<file path="src/rtl/jk_latch_driver.sv">
// jk_latch_driver: command FIFO plus pulse/settle sequencer for a jk_latch.
// Define JK_DRV_CHECK_EN to compile in the expected-state checker.
module jk_latch_driver #(
   parameter int DEPTH   = 4,
   parameter int PULSE_W = 2,
   parameter int SETTLE  = 1
) (
   input  logic                   clk,
   input  logic                   rst,
   input  logic                   cmd_valid,
   output logic                   cmd_ready,
   input  logic [1:0]             cmd_op,
   output logic                   J,
   output logic                   K,
   output logic                   enable,
   input  logic                   Q,
   input  logic                   Q_bar,
   output logic                   rsp_valid,
   input  logic                   rsp_ready,
   output logic                   rsp_q,
   output logic                   rsp_err,
   output logic                   busy,
   output logic [$clog2(DEPTH):0] count
);
   localparam int AW = $clog2(DEPTH);

   typedef enum logic [1:0] {
      S_IDLE,
      S_DRIVE,
      S_SETTLE,
      S_RESP
   } state_t;

   state_t        state;
   logic [3:0]    tmr;
   logic [1:0]    mem [DEPTH];
   logic [AW-1:0] wptr;
   logic [AW-1:0] rptr;
   logic [1:0]    head;
   logic          full;
   logic          empty;
   logic          push;
   logic          pop;
   logic          capture;
   logic          chk_err;

   assign full      = count == (AW+1)'(DEPTH);
   assign empty     = count == '0;
   assign cmd_ready = !full && !rst;
   assign push      = cmd_valid && cmd_ready;
   assign pop       = (state == S_IDLE) && !empty;
   assign head      = mem[rptr];
   assign busy      = (state != S_IDLE) || !empty;
   assign capture   = (state == S_SETTLE) && (tmr == '0);

   // A full FIFO refuses pushes even when a pop frees a slot this cycle.
   always_ff @(posedge clk) begin
      if (rst) begin
         wptr  <= '0;
         rptr  <= '0;
         count <= '0;
      end else begin
         if (push)
            wptr <= wptr + 1'b1;
         if (pop)
            rptr <= rptr + 1'b1;
         unique case ({push, pop})
            2'b10:   count <= count + 1'b1;
            2'b01:   count <= count - 1'b1;
            default: ;
         endcase
      end
   end

   always_ff @(posedge clk) begin
      if (push)
         mem[wptr] <= cmd_op;
   end

   always_ff @(posedge clk) begin
      if (rst) begin
         state     <= S_IDLE;
         tmr       <= '0;
         J         <= 1'b0;
         K         <= 1'b0;
         enable    <= 1'b0;
         rsp_valid <= 1'b0;
         rsp_q     <= 1'b0;
      end else begin
         unique case (state)
            S_IDLE: begin
               if (!empty) begin
                  {J, K} <= head;
                  enable <= 1'b1;
                  tmr    <= 4'(PULSE_W - 1);
                  state  <= S_DRIVE;
               end
            end
            S_DRIVE: begin
               if (tmr == '0) begin
                  enable <= 1'b0;
                  tmr    <= 4'(SETTLE - 1);
                  state  <= S_SETTLE;
               end else begin
                  tmr <= tmr - 1'b1;
               end
            end
            S_SETTLE: begin
               if (tmr == '0) begin
                  rsp_q     <= Q;
                  rsp_valid <= 1'b1;
                  state     <= S_RESP;
               end else begin
                  tmr <= tmr - 1'b1;
               end
            end
            S_RESP: begin
               if (rsp_ready) begin
                  rsp_valid <= 1'b0;
                  J         <= 1'b0;
                  K         <= 1'b0;
                  state     <= S_IDLE;
               end
            end
            default: state <= S_IDLE;
         endcase
      end
   end

`ifdef JK_DRV_CHECK_EN
   logic exp_v;
   logic exp_k;
   logic err_r;

   // Tracker advances at pop, then resyncs to the sampled Q at capture.
   always_ff @(posedge clk) begin
      if (rst) begin
         exp_v <= 1'b0;
         exp_k <= 1'b0;
      end else if (pop) begin
         unique case (head)
            2'b01: begin
               exp_v <= 1'b0;
               exp_k <= 1'b1;
            end
            2'b10: begin
               exp_v <= 1'b1;
               exp_k <= 1'b1;
            end
            2'b11:   exp_v <= ~exp_v;
            default: ;
         endcase
      end else if (capture) begin
         exp_v <= Q;
      end
   end

   assign chk_err = (Q_bar == Q) || (exp_k && (Q != exp_v));

   always_ff @(posedge clk) begin
      if (rst)
         err_r <= 1'b0;
      else if (capture)
         err_r <= chk_err;
   end

   assign rsp_err = err_r;
`else
   logic unused_q_bar;

   assign chk_err      = 1'b0;
   assign unused_q_bar = Q_bar ^ chk_err ^ capture;
   assign rsp_err      = 1'b0;
`endif

endmodule
</file>
<file path="config.mk">
export PLATFORM = sky130hd
export DESIGN_NAME = jk_latch_driver
export DESIGN_NICKNAME = d
export VERILOG_FILES = /design/src/rtl/jk_latch_driver.sv
export SDC_FILE = /design/constraint.sdc
export NUM_CORES = 1
export LEC_CHECK = 0
export CAP_MARGIN = 10
export CORE_MARGIN = 1
export CORE_UTILIZATION = 41
export CTS_BUF_LIST = sky130_fd_sc_hd__clkbuf_16
export CTS_CLUSTER_DIAMETER = 60
export DETAILED_ROUTE_END_ITERATION = 12
export PLACE_DENSITY_LB_ADDON = 0.15
export SLEW_MARGIN = 25
export SYNTH_ARGS = -nofsm -noshare
export SYNTH_HDL_FRONTEND = slang
export SYNTH_SLANG_ARGS = --single-unit
</file>
<file path="constraint.sdc">
create_clock -name clk -period 2.12 [get_ports clk]
set_clock_uncertainty 0.05 [all_clocks]
set_input_delay 0.424 -clock clk [delete_from_list [all_inputs] [get_ports clk]]
set_output_delay 0.424 -clock clk [all_outputs]
set_load 0.1 [all_outputs]
</file>
==> results of run 1 <==
## through the flow
stage / utilization / instance area [µm²] / worst slack [ns]
2_1_floorplan: - / 1490 / -0.222
3_3_place_gp: 0.511 / 1730 / -0.258
3_5_place_dp: 0.511 / 1730 / -0.302
4_1_cts: 0.536 / 1820 / 0.0118
5_1_grt: 0.582 / 1970 / -0.0440
6_report: 0.582 / 1970 / 0.0569
## routing by layer
metal,vias up,share of wire,global-route usage
met5,-,0,0
met4,0,0.015,0.0667
met3,5,0.047,0.0207
met2,33,0.46,0.247
met1,514,0.48,0.231
li1,550,-,-
## cell type report
cell class / instances / area (µm²) / share of cell area
timing repair buffer: 39 / 334 / 0.169
clock buffer: 3 / 75.1 / 0.0380
clock inverter: 1 / 3.75 / 0.00190
sequential: 28 / 654 / 0.332
tap: 46 / 57.6 / 0.0292
multi-input combinational: 88 / 803 / 0.407
inverter: 12 / 45.0 / 0.0228
## final timing paths
kind | from | to | slack [ns] | cells after the start
max | count[2] | count[2] | 0.06 | 8
max reg2reg | count[2] | count[2] | 0.06 | 8
min reg2reg | J | J | 0.43 | 1
min | J | J | 0.43 | 1
## repair_timing
| item | in CTS | in global routing |
|---|---|---|
| setup buffers | 1 | 15 |
| endpoints found under the setup margin | 2 | 2 |
| gates resized for setup | 1 | 11 |
| hold buffers | 0 | 0 |
| pin swaps | 0 | 6 |
## critical path, delay by kind of cell, from the launching register on
kind | cells | cell delay (ns)
simple gates | 1 | 0.38
flops | 1 | 0.35
fa+ha+maj | 2 | 0.54
xor+xnor | 1 | 0.15
buf+inv | 2 | 0.21
compound gates | 2 | 0.31
## sequential cells by signal, summed over array words and instances (netlist names), named ones only
signal,cells
K,1
tmr,4
state,2
enable,1
J,1
rptr,2
count,3
mem,8
wptr,2
rsp_q,1
rsp_valid,1
## cells in the final DEF (no fill, tap or decap), drive strengths merged, types with 3 or more instances in the layout
| cell type | n |
|---|---|
| edfxtp | 8 |
| xor2 | 3 |
| nand2 | 10 |
| nand3 | 3 |
| dfxtp | 20 |
| and2 | 4 |
| inv | 11 |
| clkdlybuf4s50 | 4 |
| nor2 | 10 |
| nor3b | 3 |
| mux2i | 6 |
| ha | 11 |
| buf | 33 |
| clkbuf | 3 |
| o32ai | 3 |
## cells by family after synthesis
logic type | share of synthesized area
mux | 0.0818
xor+xnor | 0.0239
simple gates | 0.169
other cells | 0.00255
buf+inv | 0.0520
fa+ha+maj | 0.107
flops | 0.436
compound gates | 0.128
==> metrics.txt, run 1 <==
worst-skew pair later-pin latency=0.26 ns; die area=3830 µm²; crit path time final=2.06 ns; Fin. Hold Viols=0; synth top area cells=dfxtp_1 (27%), edfxtp_1 (16%), ha_1 (9.4%); Clock H-tree levels=1; Post-DP HPWL=about 2.1 mm; antenna-violating nets left=0; fin. max-slew vios=0; syn avg cell area=11.0 µm²; Fillers=275; CP max stage cell=or3_1; DP Cell Count=197; Die X=61.9 µm; YS warnings=0; GRT overflow=0; Routed wire per std cell=13.8 µm; vias in the first global route=987; Post-synth ARST share=0; DRC errors left=0; TritonCTS clock tree=yes; Clock Tree Buf Depth=2; CP Data Arrival Time=about 2.2 ns; root buffer cell=clkbuf_16; nature of the critical path startpoint=flop; setup tns final=0 ns; P&R area growth vs syn=34.3%; core box area=3390 µm²; Max FO, Critical Path=4; hold slack=0.427 ns; Starting Density=0.433; max incr delay on CP=0.38 ns; CTS sink count=28; clock slew at reported path FFs=0.07 ns; EDFF count, synth=8; Mapped Area=1470 µm²; Req. time, crit path=~2.3 ns; DRT Pass-1 Iters=4; initial antenna violation count=0; Mapped Nets=~150; largest net degree at the start of global routing=18; sequential cell area fraction in the yosys report=0.436; RSZ-0062 raised after global routing=true; Non-Filler Instances=roughly 220; share of layout cells above drive strength 1=0.368; crit share post-route=0.973; Port Buffers=16; die height=61.9 µm; num rows=21; Worst setup EP type=flop; global-route wire length before repair=4.49 mm; CTS Buf Count=3; Yosys top cell by area=dfxtp_1; 1st-iter DRT viols=47; Nets=192; worst min-delay path class=flop to flop; ant diodes=0; routability congestion estimate=0.843; ys flop type=dfxtp_1; area share of the largest cell type after synthesis=0.273; fmax=485 MHz; Post-Syn Instances=roughly 130; CP Cell Sequence=buf_4 > o31ai_4 > inv_2 > ha_4 > fa_2 > xnor2_2 > or3_1 > a21oi_2; Synth Register Bits=28; Setup-failing EPs final=0; via count=1102; commonest cells in the netlist=dfxtp_1 (20), ha_1 (11), inv_1 (10), nand2_1 (10), nor2_1 (10); Vias/cell=5.08; most common cell in the netlist=dfxtp_1; Total Wirelength=2.99 mm; max_cap viols=0; I/O Pins=19; Distinct cells, synth=45; total global-route track usage=0.162; critical setup path kind=flop to flop; status=finished, final reports clean
Power of run 1 is not shown: default switching activity piles up to over one toggle a cycle in this logic, so the estimate is an artifact.
==> run 2, diff against run 1 <==
- clock period: 2.12 -> 1.9 ns (I/O delays scaled with it)
==> run 2 against run 1 <==
Effect of this change: the run now ends with negative setup slack left; first-iteration DRC count down 28%; routed wire length is 1.9% lower; worst hold slack gained 0.026 ns; global-route usage increased by 0.46 points; maximum frequency rose by 0.23%; count of clock-buffer cells in the layout is the same; non-clock buffer count unchanged; critical path depth unchanged; final cell count did not move; register-to-register slack lost 0.22 ns.
==> metrics.txt, run 2 (synthesized netlist as in run 1, its figures left out) <==
status=complete, but fails checks; failing checks=negative setup slack; CTS Buf Count=3; root buffer cell=clkbuf_16; PnR worst setup slack=-0.158 ns; worst-skew pair later-pin latency=0.27 ns; die area=3830 µm²; Non-Filler Instances=217; core box area=3390 µm²; total global-route track usage=0.167; Worst setup EP type=flop; Clock Tree Buf Depth=2; vias in the first global route=1053; max reg flops=8; met2 routed WL=1.37 mm; Max FO, Critical Path=4; initial antenna violation count=0; critical setup path kind=flop to flop; Post-DP HPWL=2.22 mm; via count=1100; crit path from=count[2]; DP Cell Count=210; clock slew at reported path FFs=0.07 ns; CTS sink count=28; I/O Pins=19; R2R setup slack=-0.16 ns; DRT Pass-1 Iters=4; commonest cells after routing, fill and taps aside=buf_4 (22), dfxtp_1 (16), nand2_1 (10), buf_12 (10); TritonCTS clock tree=yes; Req. time, crit path=2.05 ns; most frequent CP cell=nor3b_4; Fin. Hold Viols=0; r2r endpoint=count[2]; Nets=192; die height=61.9 µm; top layer reached by signal wires=met4; largest register by flop count=mem; global-route wire length before repair=4.66 mm; max_cap viols=0; crit share post-route=1.08; Regs by FF count=mem (8), tmr (4), count (3); GRT overflow=0; Worst Setup EP=count[2]; max incr delay on CP=~0.38 ns; share of layout cells above drive strength 1=0.380; Buffers & Inverters on Critical Path=1; RSZ-0062 raised after global routing=true; routed wl met3=~81 µm; Die X=61.9 µm; Routed wire per std cell=about 14 µm; Reg area=between 600 and 700 µm²; ant diodes=0; DRC errors left=0; CP Depth=8; hold_buf cts=0; nature of the critical path startpoint=flop; worst min-delay path class=flop to flop; P&R area growth vs syn=44.1%; Vias/cell=5.07; Register-to-Register Path Depth=8; largest net degree at the start of global routing=18; commonest non-fill, non-tap cell in the layout=buf_4; num rows=21; CP Cell Sequence=nor3b_4 > nor3b_4 > inv_2 > ha_4 > fa_2 > xnor2_2 > or3_4 > a21oi_2; Port Buffers=16; crit path time final=2.06 ns; area of the multi-input gates=818 µm²; Total Wirelength=roughly 2.9 mm; CP Data Arrival Time=2.21 ns; routability congestion estimate=around 0.77; fin. max-slew vios=0; 1st-iter DRT viols=34; fmax=486 MHz; CP max stage cell=fa_2; top cell family by delay on the critical path=simple AND/OR/NAND/NOR gates; Starting Density=0.433; antenna-violating nets left=0; M1 WL=around 1.4 mm; Clock H-tree levels=1; FF-to-FF Start=count[2]; Setup-failing EPs final=1; Fillers=274
-- run 2: worst min-delay path: cells and delay by family, from the launching register on --
kind,cells,cell delay [ns]
AOI/OAI and AO/OA,2,0.14
DFF,1,0.32
-- run 2: timing repair --
item / CTS / global route
gates resized for setup: 5 / 11
setup buffers: 1 / 3
endpoints found under the hold margin: 0 / 0
setup endpoints to repair: 2 / 2
pin swaps: 1 / 5
-- run 2: through the flow --
| stage | setup slack, ns | setup TNS (ns) | instance area (µm²) | utilization | hold WS [ns] |
|---|---|---|---|---|---|
| 6_report | -0.158 | -0.158 | 2120 | 0.625 | 0.452 |
| 5_1_grt | -0.225 | -0.244 | 2120 | 0.625 | 0.488 |
| 4_1_cts | -0.164 | -0.164 | 2060 | 0.608 | 0.476 |
| 3_5_place_dp | -0.475 | -0.725 | 1930 | 0.570 | 0.460 |
| 3_3_place_gp | -0.439 | -0.805 | 1930 | 0.570 | 0.448 |
| 2_1_floorplan | -0.442 | -0.779 | 1490 | - | 0.421 |
-- run 2: worst min path at each step --
stage	from	to	slack (ns)	cells after the start
after floorplan	state[1]	state[1]	0.42	2
after global placement	wptr[0]	wptr[0]	0.45	1
after detailed placement	tmr[1]	tmr[1]	0.46	2
after CTS	tmr[1]	tmr[1]	0.48	2
after global routing	tmr[1]	tmr[1]	0.49	2
final	tmr[1]	tmr[1]	0.45	2
-- run 2: layout make-up --
cell class | instances | area share
Sequential cell | 28 | 0.309
Inverter | 12 | 0.0213
Timing Repair Buffer | 39 | 0.207
Tap cell | 46 | 0.0272
Clock inverter | 1 | 0.0142
Clock buffer | 3 | 0.0355
Multi-Input combinational cell | 88 | 0.387
-- run 2: layer usage --
layer | global-route usage | vias to the layer above
met4 | 0.0476 | 0
li1 | - | 550
met2 | 0.281 | 20
met5 | 0 | -
met3 | 0.0207 | 5
met1 | 0.225 | 525
Power of run 2 is left out for the same reason.
